**src/rtl/rr_arb_pkg.sv**
```systemverilog
// Shared types and constants for the round-robin 2:1 mux front end.
package rr_arb_pkg;

   // Output register occupancy
   typedef enum logic {
      EMPTY = 1'b0,
      FULL  = 1'b1
   } rr_state_e;

   // Channel encoding; matches the mux select (1 picks A)
   localparam logic CH_A = 1'b1;
   localparam logic CH_B = 1'b0;

endpackage

```
**src/rtl/mux2to1_w.sv**
```systemverilog
// Parameterised WIDTH-bit 2:1 mux: f = s ? a : b.
module mux2to1_w #(
   parameter int WIDTH = 8
) (
   input  logic [WIDTH-1:0] a,
   input  logic [WIDTH-1:0] b,
   input  logic             s,
   output logic [WIDTH-1:0] f
);

   // Pure select, no state
   always_comb begin
      f = s ? a : b;
   end

endmodule

```
**src/rtl/rr_arb2_mux.sv**
```systemverilog
// rr_arb2_mux: round-robin arbiter between two valid/ready sources feeding a
// registered 2:1 mux stage with a valid/ready output.
//
// Handshake: a word moves across an interface on a rising clk edge where
// valid and ready are both high; valid never waits on ready, ready depends
// only on the valids, f_ready and the occupancy state (never on data).
//
// Optional feature macro RR_GRANT_CNT_EN adds saturating per-channel
// transfer counters cnt_a / cnt_b (CNT_W bits each).
module rr_arb2_mux
   import rr_arb_pkg::*;
#(
   parameter int WIDTH = 8,
   parameter int CNT_W = 16
) (
   input  logic             clk,
   input  logic             rst,
   input  logic [WIDTH-1:0] a_data,
   input  logic             a_valid,
   output logic             a_ready,
   input  logic [WIDTH-1:0] b_data,
   input  logic             b_valid,
   output logic             b_ready,
   output logic [WIDTH-1:0] f_data,
   output logic             f_valid,
   input  logic             f_ready,
   output logic             f_src,
`ifdef RR_GRANT_CNT_EN
   output logic [CNT_W-1:0] cnt_a,
   output logic [CNT_W-1:0] cnt_b,
`endif
   output logic             dbg_state
);

   rr_state_e        state_q, state_d;
   logic [WIDTH-1:0] f_data_q, f_data_d;
   logic             f_src_q, f_src_d;
   logic             last_grant_q, last_grant_d;

   logic             grant_a, grant_b;
   logic             can_load;
   logic             load;
   logic [WIDTH-1:0] mux_f;

   // Grant: a lone requester wins; on contention the channel not granted last wins
   always_comb begin
      grant_a  = a_valid & (~b_valid | (last_grant_q == CH_B));
      grant_b  = b_valid & (~a_valid | (last_grant_q == CH_A));
      can_load = (state_q == EMPTY) | f_ready;
      a_ready  = grant_a & can_load;
      b_ready  = grant_b & can_load;
      load     = (a_valid & a_ready) | (b_valid & b_ready);
   end

   mux2to1_w #(.WIDTH(WIDTH)) u_mux (
      .a (a_data),
      .b (b_data),
      .s (grant_a),
      .f (mux_f)
   );

   // Next state: load wins over drain, so a full register refills without a bubble
   always_comb begin
      state_d      = state_q;
      f_data_d     = f_data_q;
      f_src_d      = f_src_q;
      last_grant_d = last_grant_q;
      if (load) begin
         f_data_d     = mux_f;
         f_src_d      = grant_a;
         last_grant_d = grant_a ? CH_A : CH_B;
         state_d      = FULL;
      end else if ((state_q == FULL) && f_ready) begin
         state_d = EMPTY;
      end
   end

   // Output register and priority pointer
   always_ff @(posedge clk) begin
      if (rst) begin
         state_q      <= EMPTY;
         f_data_q     <= '0;
         f_src_q      <= 1'b0;
         last_grant_q <= CH_B;
      end else begin
         state_q      <= state_d;
         f_data_q     <= f_data_d;
         f_src_q      <= f_src_d;
         last_grant_q <= last_grant_d;
      end
   end

   assign f_data    = f_data_q;
   assign f_src     = f_src_q;
   assign f_valid   = (state_q == FULL);
   assign dbg_state = state_q;

`ifdef RR_GRANT_CNT_EN
   logic [CNT_W-1:0] cnt_a_q, cnt_a_d;
   logic [CNT_W-1:0] cnt_b_q, cnt_b_d;

   // Count accepted transfers per channel, holding at all-ones
   always_comb begin
      cnt_a_d = cnt_a_q;
      cnt_b_d = cnt_b_q;
      if (a_valid && a_ready && (cnt_a_q != {CNT_W{1'b1}})) cnt_a_d = cnt_a_q + 1'b1;
      if (b_valid && b_ready && (cnt_b_q != {CNT_W{1'b1}})) cnt_b_d = cnt_b_q + 1'b1;
   end

   // Counter registers
   always_ff @(posedge clk) begin
      if (rst) begin
         cnt_a_q <= '0;
         cnt_b_q <= '0;
      end else begin
         cnt_a_q <= cnt_a_d;
         cnt_b_q <= cnt_b_d;
      end
   end

   assign cnt_a = cnt_a_q;
   assign cnt_b = cnt_b_q;
`endif

endmodule

```
**config.mk**
```make
export PLATFORM = sky130hd
export DESIGN_NAME = rr_arb2_mux
export DESIGN_NICKNAME = d
export VERILOG_FILES = /design/src/rtl/rr_arb_pkg.sv /design/src/rtl/mux2to1_w.sv /design/src/rtl/rr_arb2_mux.sv
export SDC_FILE = /design/constraint.sdc
export NUM_CORES = 1
export LEC_CHECK = 0
export ABC_AREA = 1
export BUFFER_PORTS_ARGS = -buffer_cell sky130_fd_sc_hd__buf_4
export CAP_MARGIN = 20
export CELL_PAD_IN_SITES_DETAIL_PLACEMENT = 0
export CELL_PAD_IN_SITES_GLOBAL_PLACEMENT = 1
export CORE_UTILIZATION = 30
export DETAILED_ROUTE_END_ITERATION = 16
export GPL_TIMING_DRIVEN = 0
export PLACE_DENSITY_LB_ADDON = 0.1
export SYNTH_ARGS = -nofsm -noshare
export SYNTH_HDL_FRONTEND = slang
export SYNTH_SLANG_ARGS = --single-unit
```
**constraint.sdc**
```tcl
create_clock -name clk -period 1.8 [get_ports clk]
set_input_delay 0.09 -clock clk [delete_from_list [all_inputs] [get_ports clk]]
set_output_delay 0.09 -clock clk [all_outputs]
set_load 0.02 [all_outputs]
```
* Yosys cells after proc, flatten, opt, wreduce, memory -nomap -nowiden *
Index checks and enable logic that the tools add are counted.

operators by class
  mux-type cells = 4
  bitwise operators = 14
  reduce and logical (&&, ||, !) cells = 2

operators by type and width
  cell               number
  $mux 8             1
  $and 1x1->1        6
  $not 1->1          4
  $or 1x1->1         4
  $mux 1             3
  $reduce_bool 2->1  1
  $logic_and 1x1->1  1

storage, ports and cells
  flip-flop bits (word level) = 11
  input port bits = 21
  output and inout port bits = 13
  logic and storage cells = 24

* Longest topological paths before layout *
Gate-level depths: netlist of run 1.

  depth after elaboration = 7
  mapped depth = 7
  mapped depth without buffers = 6

* By module *
A second synthesis of run 1 with hierarchy kept.

unflattened totals
  cells, all modules = 95
  area, all modules = 645.6 sq um

modules (own cells, without submodules)
  module       times used  cells each  area each (sq um)  seq. area each (sq um)
  rr_arb2_mux  1           69          540.5              200.2
  mux2to1_w    1           26          105.1              0.0

* Worst setup path after synthesis of run 1 *
No wires, ideal clock.

  path kind = register to register
  from = register, netlist name f_src
  to = register f_data_q[0] (netlist: f_data[0])
  library setup time = 115 ps
  arrival time = 1090 ps
  required time = 1685 ps
  setup slack = 595 ps
  stages on the path, launching flop included = 7
  buffers on the path = 1
  clock period less this slack = 1205 ps
  path through = dfxtp_1 -> inv_1 -> nand2_2 -> nand3_4 -> buf_8 -> a21oi_1 -> nor2_1

RTL lines
  what                  RTL line           text
  end signal, assigned  rr_arb2_mux.sv:87  f_data_q <= f_data_d;
  end, declared         rr_arb2_mux.sv:36  logic [WIDTH-1:0] f_data_q, f_data_d;

==> results of run 1 <==
## critical path, stage by stage (launching register included)
cell	delay (ns)
dfxtp_1	0.42
nand2_4	0.14
nand3_4	0.19
buf_12	0.15
inv_1	0.04
buf_4	0.14
## cells by family (layout without fill, tap and decap cells)
| family | Yosys count | count (layout) | synth area share (%) |
|---|---|---|---|
| DFF | 10 | 10 | 31.6 |
| and+or+nand+nor | 57 | 57 | 43.9 |
| AOI/OAI and AO/OA | 9 | 9 | 7.71 |
| buffers and inverters | 18 | 56 | 16.8 |
## per-stage QoR
stage          instance area (sq um)  worst slack [ns]  utilization (%)  instances
6_report                         961             0.338             48.5        159
5_1_grt                          961             0.229             48.5        159
4_1_cts                          961             0.327             48.5        159
3_5_place_dp                     915             0.604             46.1        154
3_3_place_gp                     915             0.590             46.1        154
2_1_floorplan                    633             0.595                -         94
## state kept, by name, summed over array words and instances, names as in the netlist
| register | flops |
|---|---|
| f_src | 1 |
| f_data | 8 |
| dbg_state | 1 |
## layout make-up
class                           instances  area, sq um
Buffer                                  4         53.8
Clock buffer                            4         36.3
Fill cell                             221         1020
Inverter                               14         52.6
Multi-Input combinational cell         66          327
Sequential cell                        10          200
Tap cell                               27         33.8
Timing Repair Buffer                   34          258
## power breakdown
group,internal [mW],switching [mW]
Clock,0.123,0.0971
Sequential,0.245,0.0139
Combinational,0.123,0.138
Total,0.491,0.249
## layer usage
metal / up-vias / track usage (%)
met4: 0 / 8.33
li1: 371 / -
met3: 4 / 3.40
met2: 27 / 27.0
met1: 307 / 21.9
met5: - / 0
## path summary, 6_finish.rpt
kind / slack [ns] / to / cells after the start / from
setup reg to reg: 0.60 / f_data[7] / 6 / f_src
setup / recovery: 0.34 / a_ready / 5 / f_src
hold / removal: 0.12 / f_data[1] / 5 / b_data[1]
hold reg to reg: 0.53 / f_src / 2 / f_src
## cell usage in the layout, fill, tap and decap left out
| cell | count |
|---|---|
| buf_4 | 34 |
| nand2_1 | 26 |
| nand3_1 | 17 |
| inv_1 | 13 |
| dfxtp_1 | 10 |
| a21oi_1 | 8 |
| nor2_1 | 8 |
| nand2_2 | 3 |
| clkbuf_4 | 3 |
| nand3_4 | 2 |
| buf_6 | 1 |
| nand2_4 | 1 |
| buf_12 | 1 |
| buf_8 | 1 |
| clkinv_1 | 1 |
| a21oi_2 | 1 |
| clkbuf_8 | 1 |
| dlygate4sd3_1 | 1 |
## what timing repair did
item / in CTS / in global routing
endpoints found under the hold margin: 1 / 0
hold buffers: 1 / 0
endpoints found under the setup margin: 0 / 0
==> qor.txt, run 1 <==
Outcome = completed
Final hold viol count = 0
Met3 wire length = 126 um
Dominant cells by area after synthesis = dfxtp_1 32%, nand2_1 15%, nand3_1 13%
Synthesized area divided by synthesized cell count = 6.74 sq um
Area share of the leading cell type in the synthesized netlist = 31.6%
Total clock buffers created by CTS = 3
Rel. slew slack = 80.2%
CTS clock-pin slew for the worst setup and hold paths = 0.08 ns
Worst EP arrival = 1.37 ns
Row Count = 16
Clock root buffer master = clkbuf_4
Synth warn = 0
Count of cell types in the netlist = 15
Sink count of the clock tree = 10
Total DRC errors in the routed layout = 0
Area inside the core boundary = 1980 sq um
Chip Height = 47.9 um
Port buffer count = 33
Dominant register cell in the synthesized netlist = dfxtp_1
Placed wire-length estimate = 1180 um
Iteration count of the initial detailed-routing pass = 4
Clock Latency Late Sink = 0.28 ns
Number of failing setup endpoints in the final timing report = 0
Number of gates resized after CTS = 0
Setup TNS = 0 ns
Power consumption = 0.740 mW
Final slew viol count = 0
Initial antenna violation count = 0
Leakage power = 0.533 nW
Proportion of synthesized chip area in sequential cells = 31.6%
Routed wirelength normalized by instance count = 10.9 um
Deepest level of the CTS H-tree = 1
Routability Congestion = 0.695
Remaining Overflow, GRT = 0
Worst Hold Margin = 0.116 ns
Achievable Freq = 684 MHz
Post-detailed-route count of antenna-violating nets = 0
Final wirelength = 1730 um
Count of buffers added by post-CTS timing repair for setup = 0
Amount of wire on met2 after detailed routing = 819 um
Proportion of register bits with asynchronous set or reset after synthesis = 0%
Largest clock skew in the final design = 0.00256 ns
Deepest clock path buffer count = 2
Critical path launch point type = register
Minimum period implied by the final worst setup slack = 1.46 ns
Synthesized netlist net count = 115
Number of DRC markers after the initial detailed-route iteration = 9
Dominant cell type by area after synthesis = dfxtp_1
Number of global-route vias before repair = 563
Top Ports = 34
Initial cell density of the core = 31.9%
Crit path capture type = output port
Share of final-layout standard cells stronger than drive strength 1 = 36.4%
Die Wd = 47.9 um
Antenna cell count = 0
Count of flip-flops with a built-in enable after synthesis = 0
Final period utilization = 81.2%
Maximum number of pins on one net before global-route repair = 11
Overall die area = 2300 sq um
DRT met1 WL = 757 um
Wire length of the first global-routing pass = 2650 um
Worst EP required = 1.71 ns
Kind of path behind the tightest hold check = input pin to register
Synth cell count leaders = 26 x nand2_1, 17 x nand3_1, 13 x inv_1
Per-cell via count in the routed design = 4.46
Pwr/cell area = 770 nW/um^2
Overall fraction of global-route tracks in use = 17.1%
Top Metal Used = met4
Highest ir drop seen on vdd = 0.318 mV
Relative area change from synthesis to final layout = 51.8%
Synthesis-stage register bit count = 10
Worst Path Class, Setup = register to output port
Setup repair after global routing missed its margin = no
Number of vias in the routed layout = 709
Maxcap violations = 0
Cell area after synthesis = 633 sq um
Maximum fanout encountered on the critical timing path = 10
Clock tree from TritonCTS = done
Synthesized instance count = 94
Most frequent cell after synthesis = nand2_1
Pin slew with the least headroom to its limit = 0.296 ns
Final nets = 154
No activity file was read; power rests on OpenSTA's default activity.
==> run 2: changes to the inputs <==
- CORE_UTILIZATION: 30 -> 28
- clock period: 1.8 -> 1.35 ns (I/O delays scaled with it)
==> qor.txt, run 2 (synthesis gave the netlist of run 1 again) <==
Maximum number of pins on one net before global-route repair = 11 (unchanged)
Worst EP arrival = 1.20 ns (was 1.37 ns)
Worst path setup slack after routing = 0.0837 ns (was 0.338 ns)
Highest ir drop seen on vdd = 0.777 mV (was 0.318 mV)
Per-cell via count in the routed design = 4.29 (was 4.46)
Clock root buffer master = clkbuf_4 (unchanged)
Number of global-route vias before repair = 640 (was 563)
Rel. slew slack = 83.1% (was 80.2%)
Clock Latency Late Sink = 0.26 ns (was 0.28 ns)
Delay-heaviest family, CP = flip-flops (unchanged)
Share of final-layout standard cells stronger than drive strength 1 = 38.5% (was 36.4%)
Maximum fanout encountered on the critical timing path = 10 (unchanged)
Buf+Inv Stages, Crit Path = 3 (unchanged)
Top Metal Used = met3 (was met4)
Total DRC errors in the routed layout = 0 (unchanged)
Sink count of the clock tree = 10 (unchanged)
Overall fraction of global-route tracks in use = 13.7% (was 17.1%)
Clock tree from TritonCTS = done (unchanged)
Most common cell after layout, fill and taps aside = buf_4 (unchanged)
Met3 wire length = 76 um (was 126 um)
Number of DRC markers after the initial detailed-route iteration = 10 (was 9)
Number of vias in the routed layout = 695 (was 709)
Setup repair after global routing missed its margin = no (unchanged)
Pwr/cell area = 920 nW/um^2 (was 770 nW/um^2)
Top Ports = 34 (unchanged)
Row Count = 16 (unchanged)
Chip Height = 49.6 um (was 47.9 um)
Routed wirelength normalized by instance count = 9.46 um (was 10.9 um)
Kind of path behind the tightest hold check = input pin to register (unchanged)
Post-Place Cells = 154 (unchanged)
Initial cell density of the core = 31.0% (was 31.9%)
Multi-input combinational cell area = 327 sq um (unchanged)
Placed wire-length estimate = 1170 um (was 1180 um)
Maxcap violations = 0 (unchanged)
Relative area change from synthesis to final layout = 54.5% (was 51.8%)
Crit path capture type = output port (unchanged)
Die Wd = 49.6 um (was 47.9 um)
Final nets = 158 (was 154)
Setup Slack @ Placement = 0.103 ns (was 0.604 ns)
Final wirelength = 1530 um (was 1730 um)
Wire length of the first global-routing pass = 2570 um (was 2650 um)
Critical path's largest stage delay = 0.34 ns (was 0.42 ns)
Number of flip-flops in the largest register = 8 (unchanged)
Commonest non-fill, non-tap cells in the layout = 38 x buf_4, 26 x nand2_1, 17 x nand3_1, 13 x inv_1, 9 x dfxtp_1 (was 34 x buf_4, 26 x nand2_1, 17 x nand3_1, 13 x inv_1, 10 x dfxtp_1)
Area taken by flip-flops and latches = 201 sq um (was 200 sq um)
Leakage power = 0.544 nW (was 0.533 nW)
Worst EP required = 1.28 ns (was 1.71 ns)
Post-route insts no fill = 162 (was 159)
Slowest cell on crit path = dfxtp_2 (was dfxtp_1)
Post-detailed-route count of antenna-violating nets = 0 (unchanged)
Number of failing setup endpoints in the final timing report = 0 (unchanged)
Worst Path Class, Setup = register to output port (unchanged)
Area inside the core boundary = 2040 sq um (was 1980 sq um)
CTS clock-pin slew for the worst setup and hold paths = 0.06 ns (was 0.08 ns)
Pin slew with the least headroom to its limit = 0.252 ns (was 0.296 ns)
Cell-by-cell trace of the critical path = nand2_4 -> nand3_4 -> buf_12 -> inv_1 -> buf_4 (unchanged)
Final period utilization = 93.8%
Antenna cell count = 0 (unchanged)
Outcome = completed (unchanged)
Iteration count of the initial detailed-routing pass = 4 (unchanged)
Worst Hold Margin = 0.126 ns (was 0.116 ns)
DRT met1 WL = 676 um (was 757 um)
Routability Congestion = 0.731 (was 0.695)
Overall die area = 2460 sq um (was 2300 sq um)
Remaining Overflow, GRT = 0 (unchanged)
Port buffer count = 33 (unchanged)
Setup TNS = 0 ns (unchanged)
Final slew viol count = 0 (unchanged)
Achievable Freq = 790 MHz
Number of fill cells = 233 (was 221)
Critical path launch point type = register (unchanged)
Initial antenna violation count = 0 (unchanged)
Deepest clock path buffer count = 2 (unchanged)
Minimum period implied by the final worst setup slack = 1.27 ns
Deepest level of the CTS H-tree = 1 (unchanged)
Total clock buffers created by CTS = 3 (unchanged)
Power consumption = 0.900 mW (was 0.740 mW)
Amount of wire on met2 after detailed routing = 779 um (was 819 um)
Final hold viol count = 0 (unchanged)
Largest clock skew in the final design = 0.00326 ns (was 0.00256 ns)
run 2: worst register-to-register path, delay by kind of cell (launching register included):
family                 cells  cell delay, ns
AOI/OAI and AO/OA          1            0.16
and+or+nand+nor            3            0.33
DFF                        1            0.34
buffers and inverters      1            0.16
run 2: layout make-up:
cell class,instances,share of cell area (%)
Tap cell,27,3.45
Inverter,14,5.37
Multi-Input combinational cell,66,33.4
Buffer,4,5.50
Clock buffer,3,2.30
Sequential cell,10,20.6
Timing Repair Buffer,38,29.4
run 2: timing repair:
item	4_1_cts	5_1_grt
pin swaps	0	1
hold endpoints to repair	1	0
gates resized for setup	1	0
setup endpoints to repair	2	1
setup buffers	1	3
hold buffers	1	0
run 2: path summary, 6_finish.rpt:
path                                start   endpoint  slack, ns  cells past startpoint
worst min register to register      f_src      f_src       0.49                      2
worst max register to register      f_src  f_data[0]       0.25                      5
worst max-delay path                f_src    a_ready       0.08                      5
worst min-delay path            b_data[1]  f_data[1]       0.13                      5
run 2: layer usage:
| metal | global-route usage [%] | vias up |
|---|---|---|
| li1 | - | 377 |
| met1 | 15.9 | 300 |
| met2 | 24.1 | 18 |
| met3 | 4.63 | 0 |
| met4 | 2.86 | 0 |
| met5 | 0 | - |
run 2: power by group:
part,switching (mW),internal (mW),leakage [nW]
registers,0.0181,0.328,0.0835
logic,0.183,0.176,0.447
clock network,0.0912,0.102,0.0138
total,0.293,0.607,0.544
run 2: through the flow:
| stage | utilization (%) | instance area (sq um) |
|---|---|---|
| finish | 47.9 | 978 |
| global route | 47.9 | 978 |
| global placement | 44.8 | 915 |
| floorplan | - | 633 |
| CTS | 46.8 | 956 |
| detailed placement | 44.8 | 915 |
==> run 3: changes to the inputs <==
- PLACE_DENSITY: not set -> 0.8
- PLACE_DENSITY_LB_ADDON: 0.1 -> not set
==> qor.txt, run 3 (synthesis gave the netlist of run 1 again) <==
Number of global-route vias before repair = 610 (was 640)
Pwr/cell area = 977 nW/um^2 (was 920 nW/um^2)
Total clock buffers created by CTS = 3 (unchanged)
Relative area change from synthesis to final layout = 57.3% (was 54.5%)
Number of vias in the routed layout = 702 (was 695)
Crit path capture type = output port (unchanged)
Chip Height = 49.6 um (unchanged)
Number of fill cells = 228 (was 233)
Final period utilization = 93.0% (was 93.8%)
Sink count of the clock tree = 10 (unchanged)
Worst EP required = 1.28 ns (about the same)
Total cell area at the placement stage = 915 sq um (unchanged)
Minimum period implied by the final worst setup slack = 1.26 ns (was 1.27 ns)
Setup repair after global routing missed its margin = no (unchanged)
Maximum number of pins on one net before global-route repair = 11 (unchanged)
Highest ir drop seen on vdd = 0.481 mV (was 0.777 mV)
Worst EP arrival = 1.19 ns (was 1.20 ns)
Per-cell via count in the routed design = 4.33 (was 4.29)
Commonest non-fill, non-tap cells in the layout = 37 x buf_4, 26 x nand2_1, 17 x nand3_1, 13 x inv_1, 9 x dfxtp_1 (was 38 x buf_4, 26 x nand2_1, 17 x nand3_1, 13 x inv_1, 9 x dfxtp_1)
Deepest level of the CTS H-tree = 1 (unchanged)
Rel. slew slack = 81.2% (was 83.1%)
Deepest clock path buffer count = 2 (unchanged)
Routed wirelength normalized by instance count = 9.81 um (was 9.46 um)
Port buffer count = 33 (unchanged)
Maximum fanout encountered on the critical timing path = 10 (unchanged)
Number of DRC markers after the initial detailed-route iteration = 4 (was 10)
Achievable Freq = 796 MHz (was 790 MHz)
Outcome = completed (unchanged)
Post-detailed-route count of antenna-violating nets = 0 (unchanged)
Initial cell density of the core = 31.0% (unchanged)
Largest clock skew in the final design = 0.00479 ns (was 0.00326 ns)
Wire length of the first global-routing pass = 2640 um (was 2570 um)
Pin slew with the least headroom to its limit = 0.280 ns (was 0.252 ns)
Final hold viol count = 0 (unchanged)
Antenna cell count = 0 (unchanged)
Number of failing setup endpoints in the final timing report = 0 (unchanged)
Setup TNS = 0 ns (unchanged)
Share of final-layout standard cells stronger than drive strength 1 = 38.5% (unchanged)
Final cell utilization of the core = 48.8% (was 47.9%)
Leakage power = 0.542 nW (was 0.544 nW)
Overall fraction of global-route tracks in use = 14.4% (was 13.7%)
Area inside the core boundary = 2040 sq um (unchanged)
Critical path launch point type = register (unchanged)
Remaining Overflow, GRT = 0 (unchanged)
Row Count = 16 (unchanged)
Most common cell after layout, fill and taps aside = buf_4 (unchanged)
Initial antenna violation count = 0 (unchanged)
Final nets = 157 (was 158)
Total DRC errors in the routed layout = 0 (unchanged)
Final slew viol count = 0 (unchanged)
Clock Latency Late Sink = 0.26 ns (about the same)
Number of flip-flops in the largest register = 8 (unchanged)
Finished layout cell area = 996 sq um (was 978 sq um)
Worst Path Class, Setup = register to output port (unchanged)
Kind of path behind the tightest hold check = input pin to register (unchanged)
Die Wd = 49.6 um (unchanged)
Iteration count of the initial detailed-routing pass = 3 (was 4)
Placed wire-length estimate = 1210 um (was 1170 um)
Overall die area = 2460 sq um (unchanged)
Maxcap violations = 0 (unchanged)
Final wirelength = 1590 um (was 1530 um)
Routability Congestion = 0.740 (was 0.731)
Clock root buffer master = clkbuf_4 (unchanged)
Clock tree from TritonCTS = done (unchanged)
Top Ports = 34 (unchanged)
CTS clock-pin slew for the worst setup and hold paths = 0.07 ns (was 0.06 ns)
[run 3: cell types whose count changed in the layout (fill, tap and decap cells not counted)]
cell	change
buf_4	-1
clkbuf_8	+1
dfxtp_2	-1
dfxtp_4	+1
nand2_4	-1
nand2_8	+1
[run 3: cell type report]
type	instances	area, sq um	area share [%]
clock buffer	4	36.3	3.64
multi-input combinational	66	335	33.7
timing repair buffer	37	280	28.1
sequential	10	204	20.5
tap	27	33.8	3.39
buffer	4	53.8	5.40
inverter	14	52.6	5.28
[run 3: power by group]
group	total, mW	switching (mW)	internal [mW]
Clock	0.266	0.102	0.164
Sequential	0.347	0.0197	0.327
Combinational	0.361	0.186	0.175
[run 3: through the flow]
stage,std cells,hold WS (ns),total power [mW],setup slack (ns)
6_report,162,0.121,0.973,0.0941
5_1_grt,162,0.147,1.05,0.0166
4_1_cts,160,0.106,0.983,0.00898
3_5_place_dp,154,0.242,0.700,0.160
3_3_place_gp,154,0.237,0.697,0.178
2_1_floorplan,94,0.137,0.562,0.145
[run 3: path summary, 6_finish.rpt]
kind / start / end / slack [ns] / cells past startpoint
max reg2reg: dbg_state / f_data[1] / 0.27 / 5
min reg2reg: f_src / f_src / 0.52 / 2
max: dbg_state / a_ready / 0.09 / 5
min: b_data[7] / f_data[7] / 0.12 / 5
[run 3: layer usage]
| layer | global-route usage, % | vias up | part of all wire (%) |
|---|---|---|---|
| met3 | 4.01 | 2 | 5.8 |
| met4 | 10.0 | 0 | 1.7 |
| met1 | 17.5 | 302 | 45 |
| met2 | 21.8 | 20 | 47 |
| li1 | - | 378 | - |
| met5 | 0 | - | 0 |
[run 3: critical path: stages, from the launching register on]
cell and delay (ns):
dfxtp_1 0.33, nand2_2 0.13, nand3_4 0.12, buf_12 0.16, inv_1 0.05, buf_4 0.13
[run 3: what timing repair did]
item	in CTS	in global routing
resized for setup	1	2
endpoints found under the setup margin	2	1
pin swaps	0	1
endpoints found under the hold margin	1	0
buffers inserted	1	2
hold buffers	1	0
